### config.mk
export PLATFORM = sky130hd
export DESIGN_NAME = uart_word_tx
export DESIGN_NICKNAME = d
export VERILOG_FILES = /design/src/rtl/uart_word_tx.sv
export SDC_FILE = /design/constraint.sdc
export NUM_CORES = 1
export LEC_CHECK = 0
export ABC_AREA = 1
export BUFFER_PORTS_ARGS = -buffer_cell sky130_fd_sc_hd__buf_2
export CORE_ASPECT_RATIO = 1.1
export CORE_MARGIN = 10
export CORE_UTILIZATION = 53
export DETAILED_ROUTE_END_ITERATION = 10
export PLACE_DENSITY = 0.75
export SETUP_SLACK_MARGIN = 0.15
export SYNTH_ARGS = -nofsm -noshare
export SYNTH_HDL_FRONTEND = slang
export SYNTH_SLANG_ARGS = --single-unit
### constraint.sdc
create_clock -name clk -period 2.1 [get_ports clk]
set_clock_uncertainty 0.15 [all_clocks]
set_input_delay 0 -clock clk [delete_from_list [all_inputs] [get_ports clk]]
set_output_delay 0 -clock clk [all_outputs]
set_load 0.02 [all_outputs]
### src/rtl/uart_word_tx.sv
// rtl/uart_word_tx.sv - word FIFO and byte serializer feeding uart_tx start_n/data
`ifndef WORD_WIDTH
`define WORD_WIDTH 16
`endif

module uart_word_tx #(
    parameter int WORD_WIDTH = `WORD_WIDTH,
    parameter int FIFO_DEPTH = 4,
    localparam int BYTES = WORD_WIDTH / 8,
    localparam int PTR_W = $clog2(FIFO_DEPTH),
    localparam int CNT_W = PTR_W + 1,
    localparam int IDX_W = (BYTES > 1) ? $clog2(BYTES) : 1
) (
    input  logic                  clk,
    input  logic                  rst,
    input  logic [WORD_WIDTH-1:0] word_in,
    input  logic                  word_valid,
    output logic                  word_ready,
    input  logic                  tx_ready,
    output logic                  tx_start_n,
    output logic [7:0]            tx_data,
    output logic                  busy,
    output logic [CNT_W-1:0]      fifo_count
);

    typedef enum logic [1:0] {
        ST_IDLE      = 2'd0,
        ST_START     = 2'd1,
        ST_WAIT_DONE = 2'd2
    } state_t;

    state_t                state_q, state_d;
    logic [WORD_WIDTH-1:0] shift_q, shift_d;
    logic [IDX_W-1:0]      byte_idx_q, byte_idx_d;
    logic                  tx_start_n_q, tx_start_n_d;
    logic [7:0]            tx_data_q, tx_data_d;
    logic [PTR_W-1:0]      rd_ptr_q, rd_ptr_d;
    logic [PTR_W-1:0]      wr_ptr_q, wr_ptr_d;
    logic [CNT_W-1:0]      count_q, count_d;
    logic [WORD_WIDTH-1:0] mem_q [FIFO_DEPTH];

    logic push;
    logic pop;

    // Ready is derived from the registered count, so a pop at full frees the slot only next cycle.
    assign word_ready = (count_q != CNT_W'(FIFO_DEPTH));
    assign push       = word_valid && word_ready;
    assign busy       = (state_q != ST_IDLE) || (count_q != '0);
    assign fifo_count = count_q;
    assign tx_start_n = tx_start_n_q;
    assign tx_data    = tx_data_q;

    // Next-state logic for the byte sequencer and FIFO pointers.
    always_comb begin
        state_d      = state_q;
        shift_d      = shift_q;
        byte_idx_d   = byte_idx_q;
        tx_start_n_d = tx_start_n_q;
        tx_data_d    = tx_data_q;
        rd_ptr_d     = rd_ptr_q;
        wr_ptr_d     = wr_ptr_q;
        count_d      = count_q;
        pop          = 1'b0;

        case (state_q)
            ST_IDLE: begin
                tx_start_n_d = 1'b1;
                if ((count_q != '0) && tx_ready) begin
                    pop          = 1'b1;
                    shift_d      = mem_q[rd_ptr_q];
                    tx_data_d    = mem_q[rd_ptr_q][7:0];
                    byte_idx_d   = '0;
                    tx_start_n_d = 1'b0;
                    state_d      = ST_START;
                end
            end
            ST_START: begin
                // Keep requesting until the transmitter shows it has taken the byte.
                if (!tx_ready) begin
                    tx_start_n_d = 1'b1;
                    state_d      = ST_WAIT_DONE;
                end else begin
                    tx_start_n_d = 1'b0;
                end
            end
            ST_WAIT_DONE: begin
                tx_start_n_d = 1'b1;
                if (tx_ready) begin
                    if (byte_idx_q == IDX_W'(BYTES - 1)) begin
                        state_d = ST_IDLE;
                    end else begin
                        shift_d      = shift_q >> 8;
                        tx_data_d    = shift_d[7:0];
                        byte_idx_d   = byte_idx_q + 1'b1;
                        tx_start_n_d = 1'b0;
                        state_d      = ST_START;
                    end
                end
            end
            default: begin
                tx_start_n_d = 1'b1;
                state_d      = ST_IDLE;
            end
        endcase

        if (push) begin
            wr_ptr_d = wr_ptr_q + 1'b1;
        end
        if (pop) begin
            rd_ptr_d = rd_ptr_q + 1'b1;
        end
        case ({push, pop})
            2'b10:   count_d = count_q + 1'b1;
            2'b01:   count_d = count_q - 1'b1;
            default: count_d = count_q;
        endcase
    end

    // Sequencer, outputs and FIFO bookkeeping; reset discards everything, including a word in flight.
    always_ff @(posedge clk or posedge rst) begin
        if (rst) begin
            state_q      <= ST_IDLE;
            shift_q      <= '0;
            byte_idx_q   <= '0;
            tx_start_n_q <= 1'b1;
            tx_data_q    <= 8'h00;
            rd_ptr_q     <= '0;
            wr_ptr_q     <= '0;
            count_q      <= '0;
        end else begin
            state_q      <= state_d;
            shift_q      <= shift_d;
            byte_idx_q   <= byte_idx_d;
            tx_start_n_q <= tx_start_n_d;
            tx_data_q    <= tx_data_d;
            rd_ptr_q     <= rd_ptr_d;
            wr_ptr_q     <= wr_ptr_d;
            count_q      <= count_d;
        end
    end

    // FIFO storage; contents are only meaningful behind the count, so no reset is needed.
    always_ff @(posedge clk) begin
        if (push) begin
            mem_q[wr_ptr_q] <= word_in;
        end
    end

endmodule
==> qor.csv, run 1 <==
stage,metric,value,unit
run_status,outcome,completed,
floorplanning,height of the die,111,µm
timing,period utilization,90.7,%
job,Max-Cap Viols,0,
cts,Worst-Skew Late Latency,0.36,ns
cts,CTS tree,done,
worst_setup_path,crit path max fanout,8,
grt,GRT busiest layer,met2,
power,sw frac,36.2,%
power,Seq pwr share,41.1,%
logic_synthesis,Synth Instances,365,
cts,clock transition at the registers of the reported paths,0.09,ns
floorplanning,die width,103,µm
timing,Final Hold Fails,0,
placement,Cells after DPL,473,
logic_synthesis,Yosys warning total,0,
grt,met1 Usage GRT,17.4,%
power,internal power,4.20,mW
route,DRC,0,
floorplanning,Ports,34,
logic_synthesis,sequential area share after synthesis,65.3,%
power,Combinational Power Share,35.7,%
worst_setup_path,CP Capture Type,register,
cts,Bufs on Longest Clock Path,2,
route,mean number of vias per cell,5.16,
grt,initial antenna violation count,0,
cells_and_area,Final Util,63.2,%
cells_and_area,layout cells sized above 1,22.3,%
worst_setup_path,Setup Crit Path Kind,reg -> reg,
worst_setup_path,critical path required time,2.20,ns
power,Power Dens Cells,1410,nW/µm²
power,peak supply drop,647,µV
grt,Overflow after GRT,0,
grt,number of global-route vias before repair,2575,
placement,port bufs,33,
logic_synthesis,syn_area_per_cell,10.9,µm²
route,Initial DRC Count,166,
timing,Slew Limit Fails,0,
floorplanning,Rows,33,
placement,RD Place Congestion,0.785,
timing,measured slew at the worst slew-check pin,0.488,ns
timing,fmax,525,MHz
worst_setup_path,arrival time worst endpoint,2.01,ns
power,Final Power,6.58,mW
grt,routing usage on met3,2.68,%
hold_path,Hold Path Class,in -> async,
route,drt wl/cell,15.1,µm
logic_synthesis,Netlist Area Pre-Place,3980,µm²
logic_synthesis,"top cells by area, synth","edfxtp_1 (48%), dfrtp_1 (16%), nand3_1 (6.3%)",
power,Lkg Pwr,2.03,nW
cells_and_area,Fillers,570,
timing,Min Hold Slack,0.0757,ns
cells_and_area,diode count,0,
timing,post-layout min period,1.91,ns
worst_setup_path,startpoint types,register,
cells_and_area,multi-input logic area,1050,µm²
route,final wirelength,7660,µm
logic_synthesis,Synth area leader,edfxtp_1,
timing,final setup vio count,0,
floorplanning,core area,7390,µm²
cells_and_area,# nets final,443,
cts,clk sinks,91,
cts,H-tree Lvls,3,
power,Switch Pwr,2.38,mW
timing,TNS Setup,0,ns
grt,first-pass GRT wire length,12600,µm
timing,RSZ-0062 raised after global routing,true,
floorplanning,Initial Utilization,53.9,%
logic_synthesis,Synth Net Count,391,
placement,HPWL Detailed,4960,µm
logic_synthesis,#FFs+latches synth,91,
floorplanning,die area,11400,µm²
cells_and_area,Layout Area Growth over Synthesis,17.3,%
cells_and_area,Post-Layout Cell Count,509,
power,clock network power share,23.2,%
cts,total CTS buffers,9,
timing,normalized max-slew margin,67.5,%
cells_and_area,Sequential cell area,2600,µm²
logic_synthesis,post-synth top area share,48.3,%
route,final antenna-violating net count,0,
route,Detailed Routing Iterations Pass 1,4,
grt,GRT Total Usage,14.1,%
logic_synthesis,Yosys cell types,26,
grt,GR Util met2,22.4,%
cts,CTS root buffer,clkbuf_8,
grt,largest net degree at the start of global routing,28,
route,routed vias,2628,
-- cell usage in the layout, fill, tap and decap left out, drive strengths merged, types with 5 or more instances in the layout --
cell type    instances
inv                 52
dfrtp               26
nand3               52
nor2                33
or2                  9
edfxtp              64
clkbuf               9
o21ai               27
nand2               64
buf                 45
dlygate4sd3         19
ha                   5
-- worst max-delay path, stage by stage (launching register included) --
cell and delay (ns):
dfrtp_2 0.43, inv_2 0.11, nand3_4 0.10, nand2_8 0.10, ha_4 0.13, inv_2 0.05
fa_2 0.36, a21oi_2 0.15, o21ai_1 0.08, xor2_1 0.14
-- synthesized netlist by cell type --
| cell | number |
|---|---|
| a21oi_1 | 4 |
| buf_2 | 3 |
| buf_4 | 16 |
| buf_6 | 3 |
| buf_8 | 1 |
| dfrtp_1 | 26 |
| dfstp_2 | 1 |
| edfxtp_1 | 64 |
| fa_1 | 1 |
| ha_1 | 5 |
| inv_1 | 48 |
| inv_2 | 3 |
| inv_4 | 1 |
| nand2_1 | 61 |
| nand2_2 | 2 |
| nand2_8 | 1 |
| nand3_1 | 50 |
| nand3_2 | 2 |
| nor2_1 | 31 |
| nor2_4 | 2 |
| o21ai_0 | 24 |
| o21ai_1 | 3 |
| or2_0 | 1 |
| or2_2 | 8 |
| xnor2_1 | 1 |
| xor2_1 | 3 |
-- per-layer routing --
metal | wire (µm) | vias up
met5 | 0 | -
li1 | - | 1290
met3 | 476 | 13
met4 | 188 | 0
met1 | 3120 | 1243
met2 | 3870 | 82
-- cell families (layout without fill, tap and decap cells) --
group,count (synthesis),count (layout),share of synthesized area (%)
AO/OA/AOI/OAI,31,31,3.90
XOR/XNOR,4,4,0.880
adder cells (fa/ha/maj),6,6,2.07
buffers and inverters,75,132,9.59
flip-flops,91,91,65.3
AND/OR/NAND/NOR,158,158,18.3
-- area by class of cell --
| class | count | area share (%) |
|---|---|---|
| flip-flops and latches | 91 | 55.7 |
| multi-input cells | 199 | 22.5 |
| repair buffers | 64 | 9.54 |
| inverters | 52 | 4.23 |
| clock inverters | 7 | 3.00 |
| clock buffers | 9 | 2.65 |
| well taps | 87 | 2.33 |
-- state kept, by name, indices dropped and copies added, names as in the netlist --
register,flops
tx_start_n,1
rd_ptr_q,2
shift_q,16
byte_idx_q,1
mem_q,64
state_q,2
fifo_count,3
wr_ptr_q,2
-- power groups by stage --
stage | sequential [mW] | combinational (mW) | clock [mW]
floorplan | 2.70 | 1.86 | 0
global placement | 2.74 | 2.21 | 0
detailed placement | 2.76 | 2.29 | 0
CTS | 2.71 | 2.37 | 1.55
global route | 2.76 | 2.65 | 1.61
finish | 2.71 | 2.35 | 1.53
-- final timing paths --
| check | startpoint | endpoint | slack (ns) | cells past startpoint |
|---|---|---|---|---|
| worst max-delay path | fifo_count[0] | fifo_count[2] | 0.19 | 9 |
| worst min-delay path | rst | fifo_count[2] | 0.08 | 4 |
| worst max register to register | fifo_count[0] | fifo_count[2] | 0.19 | 9 |
| worst min register to register | fifo_count[0] | fifo_count[0] | 0.34 | 1 |
| max in group asynchronous | rst | tx_start_n | 1.42 | 4 |
| min in group clk | tx_ready | state_q[1] | 0.22 | 3 |
-- metrics by stage --
stage	setup WS, ns	area, µm²
after floorplan	0.126	4020
after global placement	0.212	4190
after detailed placement	0.128	4190
after CTS	0.153	4650
after global routing	0.118	4670
final	0.195	4670
-- timing repair --
action	4_1_cts	5_1_grt
setup buffers	1	0
hold buffers	19	0
endpoints found under the hold margin	98	0
endpoints found under the setup margin	1	2
pin swaps	0	3
resized for setup	1	4
(Power assumes the default switching activity.)
==> run 2: changes to the inputs <==
==> constraint.sdc (replaced) <==
create_clock -name clk -period 2.1 [get_ports clk]
set_clock_uncertainty 0.15 [all_clocks]
set_input_delay 0.63 -clock clk [delete_from_list [all_inputs] [get_ports clk]]
set_output_delay 0.63 -clock clk [all_outputs]
set_load 0.02 [all_outputs]
==> run 2 against run 1 <==
  * Power grew 1.4%
  * Critical path depth shrank 5
  * Global-route usage shrank 0.56 points
  * Die area is the same
  * Fmax shrank 7.9%
  * First-iteration DRC count shrank 34%
  * Worst setup slack lost 0.16 ns
  * Critical endpoint is now busy
  * Worst hold slack gained 0.060 ns
  * Clock power shrank 3%
  * Sequential cell count is the same
  * Final cell count shrank 1.8%
  * Non-clock buffer count shrank 9
==> qor.csv, run 2 (synthesis gave the netlist of run 1 again) <==
stage,metric,value,unit
run_status,outcome,completed,
cells_and_area,# nets final,434,
grt,GRT busiest layer,met2,
cells_and_area,Reg with most FFs,mem_q,
cts,H-tree Lvls,3,
timing,post-layout min period,2.07,ns
cells_and_area,post-layout instance area,4610,µm²
placement,DP Area,4230,µm²
power,internal power,4.29,mW
grt,routing usage on met3,3.43,%
worst_setup_path,Setup crit end,busy,
timing,RSZ-0062 raised after global routing,true,
worst_setup_path,Reg2Reg Depth,10,
power,Combinational Power Share,38.3,%
cts,CTS tree,done,
route,drt wl/cell,14.6,µm
route,Detailed Routing Iterations Pass 1,4,
power,clock network power share,22.3,%
timing,period utilization,98.5,%
floorplanning,Ports,34,
floorplanning,die width,103,µm
worst_setup_path,reg2reg end,fifo_count[2],
power,sw frac,35.7,%
route,routed vias,2592,
route,Initial DRC Count,109,
hold_path,Hold Path Class,in -> async,
placement,Cells after DPL,475,
timing,Final WS setup,0.0306,ns
timing,Slew Limit Fails,0,
route,DRC,0,
cells_and_area,Layout Area Growth over Synthesis,15.7,%
cells_and_area,Post-Layout Cell Count,500,
cells_and_area,max reg flops,64,
worst_setup_path,Crit Reg-Reg Startpoint,fifo_count[1],
cells_and_area,Fillers,536,
cts,total CTS buffers,9,
placement,port bufs,33,
worst_setup_path,CP Capture Type,output pin,
floorplanning,die area,11400,µm²
job,Max-Cap Viols,0,
timing,measured slew at the worst slew-check pin,0.542,ns
grt,first-pass GRT wire length,11900,µm
placement,HPWL Detailed,4640,µm
floorplanning,core area,7390,µm²
route,final wirelength,7310,µm
timing,fmax,483,MHz
cells_and_area,diode count,0,
grt,initial antenna violation count,0,
power,Lkg Pwr,2.02,nW
floorplanning,Initial Utilization,53.9,%
worst_setup_path,Setup Crit Path Kind,reg -> out,
cts,Worst-Skew Late Latency,0.36,ns
worst_setup_path,worst reg2reg setup slack,0.15,ns
timing,normalized max-slew margin,63.8,%
grt,number of global-route vias before repair,2551,
cells_and_area,Final Util,62.3,%
grt,GR Util met2,21.8,%
grt,Overflow after GRT,0,
grt,met1 Usage GRT,16.2,%
timing,Final Hold Fails,0,
worst_setup_path,crit path max fanout,2,
cts,CTS root buffer,clkbuf_8,
cells_and_area,layout cells sized above 1,25.4,%
route,mean number of vias per cell,5.18,
worst_setup_path,crit path launch,fifo_count[1],
placement,Place WS,-0.0967,ns
worst_setup_path,Slowest Stage Delay on Critical Path,0.41,ns
worst_setup_path,critical path required time,1.32,ns
cts,clock transition at the registers of the reported paths,0.09,ns
route,final antenna-violating net count,0,
worst_setup_path,CP Cell Sequence,"inv_2, nand3_2, or2_4, buf_6",
grt,largest net degree at the start of global routing,35,
power,Seq pwr share,39.4,%
worst_setup_path,arrival time worst endpoint,1.29,ns
floorplanning,height of the die,111,µm
timing,final setup vio count,0,
cts,clk sinks,91,
power,Power Dens Cells,1450,nW/µm²
worst_setup_path,slowest CP cell,dfrtp_1,
cts,Bufs on Longest Clock Path,2,
grt,GRT Total Usage,13.5,%
worst_setup_path,startpoint types,register,
power,Switch Pwr,2.38,mW
placement,RD Place Congestion,0.792,
power,peak supply drop,511,µV
floorplanning,Rows,33,
cells_and_area,"commonest non-fill, non-tap cells in the layout","edfxtp_1 (64), nand2_1 (60), nand3_1 (48), inv_1 (41), buf_2 (31)",
cts,Hold Buf Count CTS,0,
cells_and_area,"commonest non-fill, non-tap cell in the layout",edfxtp_1,
run 2: what timing repair did:
action	in CTS	in global routing
endpoints found under the setup margin	3	3
endpoints found under the hold margin	0	0
gates resized for setup	12	3
pin swaps	5	8
buffers inserted	6	3
gates cloned	0	0
run 2: worst min-delay path by stage:
stage	from	endpoint	cells past startpoint
3_5_place_dp	fifo_count[0]	fifo_count[0]	1
3_3_place_gp	fifo_count[0]	fifo_count[0]	1
4_1_cts	rst	fifo_count[1]	3
6_report	rst	fifo_count[1]	3
5_1_grt	rst	fifo_count[1]	3
2_1_floorplan	shift_q[10]	shift_q[10]	2
run 2: final cells by class:
type                    count  area (µm²)  area share [%]
clock buffers               9         124            2.69
clock inverters             7         140            3.04
inverters                  52         205            4.45
multi-input cells         199        1060            23.0
flip-flops and latches     91        2600            56.4
well taps                  87         109            2.36
repair buffers             55         372            8.07
run 2: power by group through the flow:
stage          registers (mW)  logic (mW)  clock network, mW
3_5_place_dp             2.68        2.35                  0
4_1_cts                  2.63        2.52               1.51
3_3_place_gp             2.66        2.29                  0
2_1_floorplan            2.68        1.87                  0
6_report                 2.63        2.56               1.49
5_1_grt                  2.68        2.88               1.57
run 2: critical path: cells and delay by family, from the launching register on:
kind	cells	cell delay, ns
AND/OR/NAND/NOR	2	0.33
buffers and inverters	2	0.20
flip-flops	1	0.41
run 2: metrics by stage:
step / setup TNS (ns) / power, mW / hold slack [ns]
2_1_floorplan: -1.21 / 4.55 / 0.318
3_3_place_gp: -0.0404 / 4.95 / 0.331
3_5_place_dp: -0.0967 / 5.02 / 0.335
4_1_cts: 0 / 6.66 / 0.139
5_1_grt: -0.00388 / 7.13 / 0.179
6_report: 0 / 6.68 / 0.136
run 2: routing by layer:
metal	part of all wire, %	vias to the layer above
li1	-	1268
met1	41	1242
met2	51	73
met3	6.7	9
met4	1.7	0
met5	0	-
==> run 3: changes to the inputs <==
--- a/config.mk
+++ b/config.mk
@@ -11,6 +11,7 @@
 export CORE_MARGIN = 10
 export CORE_UTILIZATION = 53
 export DETAILED_ROUTE_END_ITERATION = 10
+export HOLD_SLACK_MARGIN = 0.1
 export PLACE_DENSITY = 0.75
 export SETUP_SLACK_MARGIN = 0.15
 export SYNTH_ARGS = -nofsm -noshare
==> constraint.sdc (replaced) <==
create_clock -name clk -period 2.1 [get_ports clk]
set_clock_uncertainty 0.15 [all_clocks]
set_input_delay 0.105 -clock clk [delete_from_list [all_inputs] [get_ports clk]]
set_output_delay 0.105 -clock clk [all_outputs]
set_load 0.02 [all_outputs]
==> run 3 against run 2 <==
  * Critical path depth grew 5
  * Cell area rose by 0.27%
  * Highest routed layer unchanged
  * Routed wire length up 7.5%
  * Power decreased by 4.9%
==> qor.csv, run 3 (synthesis gave the netlist of run 1 again) <==
stage,metric,value,unit
run_status,outcome,completed,
grt,GRT busiest layer,met2,
cts,CTS tree,done,
route,mean number of vias per cell,5.15,
hold_path,Hold Path Class,in -> async,
power,Power Dens Cells,1370,nW/µm²
timing,post-layout min period,1.89,ns
placement,HPWL Detailed,5080,µm
cells_and_area,"commonest non-fill, non-tap cell in the layout",edfxtp_1,
worst_setup_path,CP Capture Type,register,
worst_setup_path,startpoint types,register,
worst_setup_path,Crit Reg-Reg Startpoint,fifo_count[1],
cts,total CTS buffers,9,
worst_setup_path,slowest CP cell,dfrtp_2,
route,DRC,0,
timing,Final Hold Fails,0,
worst_setup_path,CP Cell Sequence,"inv_2, nand3_4, nand2_4, ha_4, inv_2, fa_2, a21oi_2, o21ai_1, xor2_1",
cells_and_area,# nets final,444,
timing,Slew Limit Fails,0,
route,routed vias,2629,
worst_setup_path,Setup Crit Path Kind,reg -> reg,
power,peak supply drop,582,µV
worst_setup_path,crit path max fanout,8,
cells_and_area,Reg with most FFs,mem_q,
route,drt wl/cell,15.4,µm
grt,GR Util met2,22.8,%
cells_and_area,Layout Area Growth over Synthesis,16.1,%
cells_and_area,post-layout instance area,4620,µm²
floorplanning,Initial Utilization,53.9,%
floorplanning,core area,7390,µm²
placement,port bufs,33,
power,Final Power,6.35,mW
worst_setup_path,worst reg2reg setup slack,0.21,ns
cells_and_area,"commonest non-fill, non-tap cells in the layout","edfxtp_1 (64), nand2_1 (61), nand3_1 (49), inv_1 (43), buf_2 (33)",
floorplanning,Rows,33,
cells_and_area,diode count,0,
grt,largest net degree at the start of global routing,28,
cts,Worst-Skew Late Latency,0.36,ns
timing,fmax,529,MHz
floorplanning,Ports,34,
placement,RD Place Congestion,0.781,
route,Detailed Routing Iterations Pass 1,5,
worst_setup_path,arrival time worst endpoint,1.99,ns
worst_setup_path,Reg2Reg Depth,9,
grt,number of global-route vias before repair,2644,
grt,met1 Usage GRT,18.5,%
cts,Bufs on Longest Clock Path,2,
cts,H-tree Lvls,3,
cells_and_area,layout cells sized above 1,22.2,%
worst_setup_path,"most used cell, CP",inv_2,
cts,clock transition at the registers of the reported paths,0.09,ns
grt,Overflow after GRT,0,
route,final wirelength,7860,µm
floorplanning,die area,11400,µm²
worst_setup_path,Crit path max-delay family,adder cells,
worst_setup_path,critical path required time,2.20,ns
cts,CTS root buffer,clkbuf_8,
worst_setup_path,Slowest Stage Delay on Critical Path,0.42,ns
grt,routing usage on met3,3.30,%
route,Initial DRC Count,184,
timing,measured slew at the worst slew-check pin,0.480,ns
placement,DP Area,4190,µm²
worst_setup_path,Worst Path Buf+Inv,2,
cells_and_area,Sequential cell area,2600,µm²
route,final antenna-violating net count,0,
timing,final setup vio count,0,
job,Max-Cap Viols,0,
grt,first-pass GRT wire length,12900,µm
timing,TNS Setup,0,ns
cts,clk sinks,91,
timing,period utilization,89.9,%
cells_and_area,max reg flops,64,
grt,GRT Total Usage,14.5,%
floorplanning,height of the die,111,µm
timing,RSZ-0062 raised after global routing,true,
worst_setup_path,reg2reg end,fifo_count[2],
cells_and_area,multi-input logic area,1040,µm²
power,Lkg Pwr,2.02,nW
grt,initial antenna violation count,0,
floorplanning,die width,103,µm
timing,normalized max-slew margin,68.0,%
cells_and_area,Fillers,585,
run 3: cell types whose count changed in the layout (fill, tap and decap cells not counted), moves of 2 or more:
cell | previous run | this run
dlygate4sd3_1 | 0 | 19
buf_4 | 19 | 13
buf_6 | 3 | 0
dfrtp_1 | 26 | 23
dfrtp_2 | 0 | 3
buf_12 | 2 | 0
buf_2 | 31 | 33
bufinv_16 | 4 | 2
inv_1 | 41 | 43
run 3: how the worst max path moves through the flow:
stage | start | endpoint | slack (ns) | cells after the start
after floorplan | state_q[0] | fifo_count[2] | 0.13 | 12
after global placement | state_q[0] | fifo_count[2] | 0.20 | 11
after detailed placement | state_q[0] | fifo_count[2] | 0.15 | 11
after CTS | state_q[1] | fifo_count[2] | 0.16 | 11
after global routing | state_q[0] | fifo_count[2] | 0.13 | 11
final | fifo_count[1] | fifo_count[2] | 0.21 | 9
run 3: area by class of cell:
class                      instances  area share [%]
inverter                          52            4.33
multi-input combinational        199            22.5
timing repair buffer              65            9.80
clock buffer                      10            2.76
sequential                        91            56.3
clock inverter                     6            1.92
tap                               87            2.36
run 3: where the power goes:
group	switching, mW	internal, mW	total [mW]
sequential	0.260	2.45	2.71
clock	0.618	0.673	1.29
combinational	1.51	0.833	2.35
total	2.39	3.96	6.35
run 3: per-layer routing:
metal,share of wire (%),vias to the layer above,routed length (µm)
met5,0,-,0
met4,1.1,0,89
met3,4.9,7,385
met2,51,70,4000
met1,43,1267,3380
li1,-,1285,-
run 3: per-stage QoR:
step / cells / setup slack, ns / utilization [%] / hold slack (ns)
2_1_floorplan: 365 / 0.126 / - / 0.00676
3_3_place_gp: 473 / 0.201 / 56.7 / 0.0301
3_5_place_dp: 473 / 0.149 / 56.7 / 0.0347
4_1_cts: 509 / 0.160 / 62.3 / 0.189
5_1_grt: 510 / 0.128 / 62.5 / 0.230
6_report: 510 / 0.211 / 62.5 / 0.190
run 3: worst register-to-register path, stage by stage (launching register included):
cell     delay (ns)
dfrtp_2        0.42
inv_2          0.10
nand3_4        0.09
nand2_4        0.12
ha_4           0.14
inv_2          0.05
fa_2           0.37
a21oi_2        0.12
o21ai_1        0.08
xor2_1         0.14
run 3: repair_timing:
item,CTS,global route
setup buffers,1,1
endpoints found under the hold margin,99,0
gates resized for setup,0,3
hold buffers,19,0
pin swaps,0,1
setup endpoints to repair,1,2
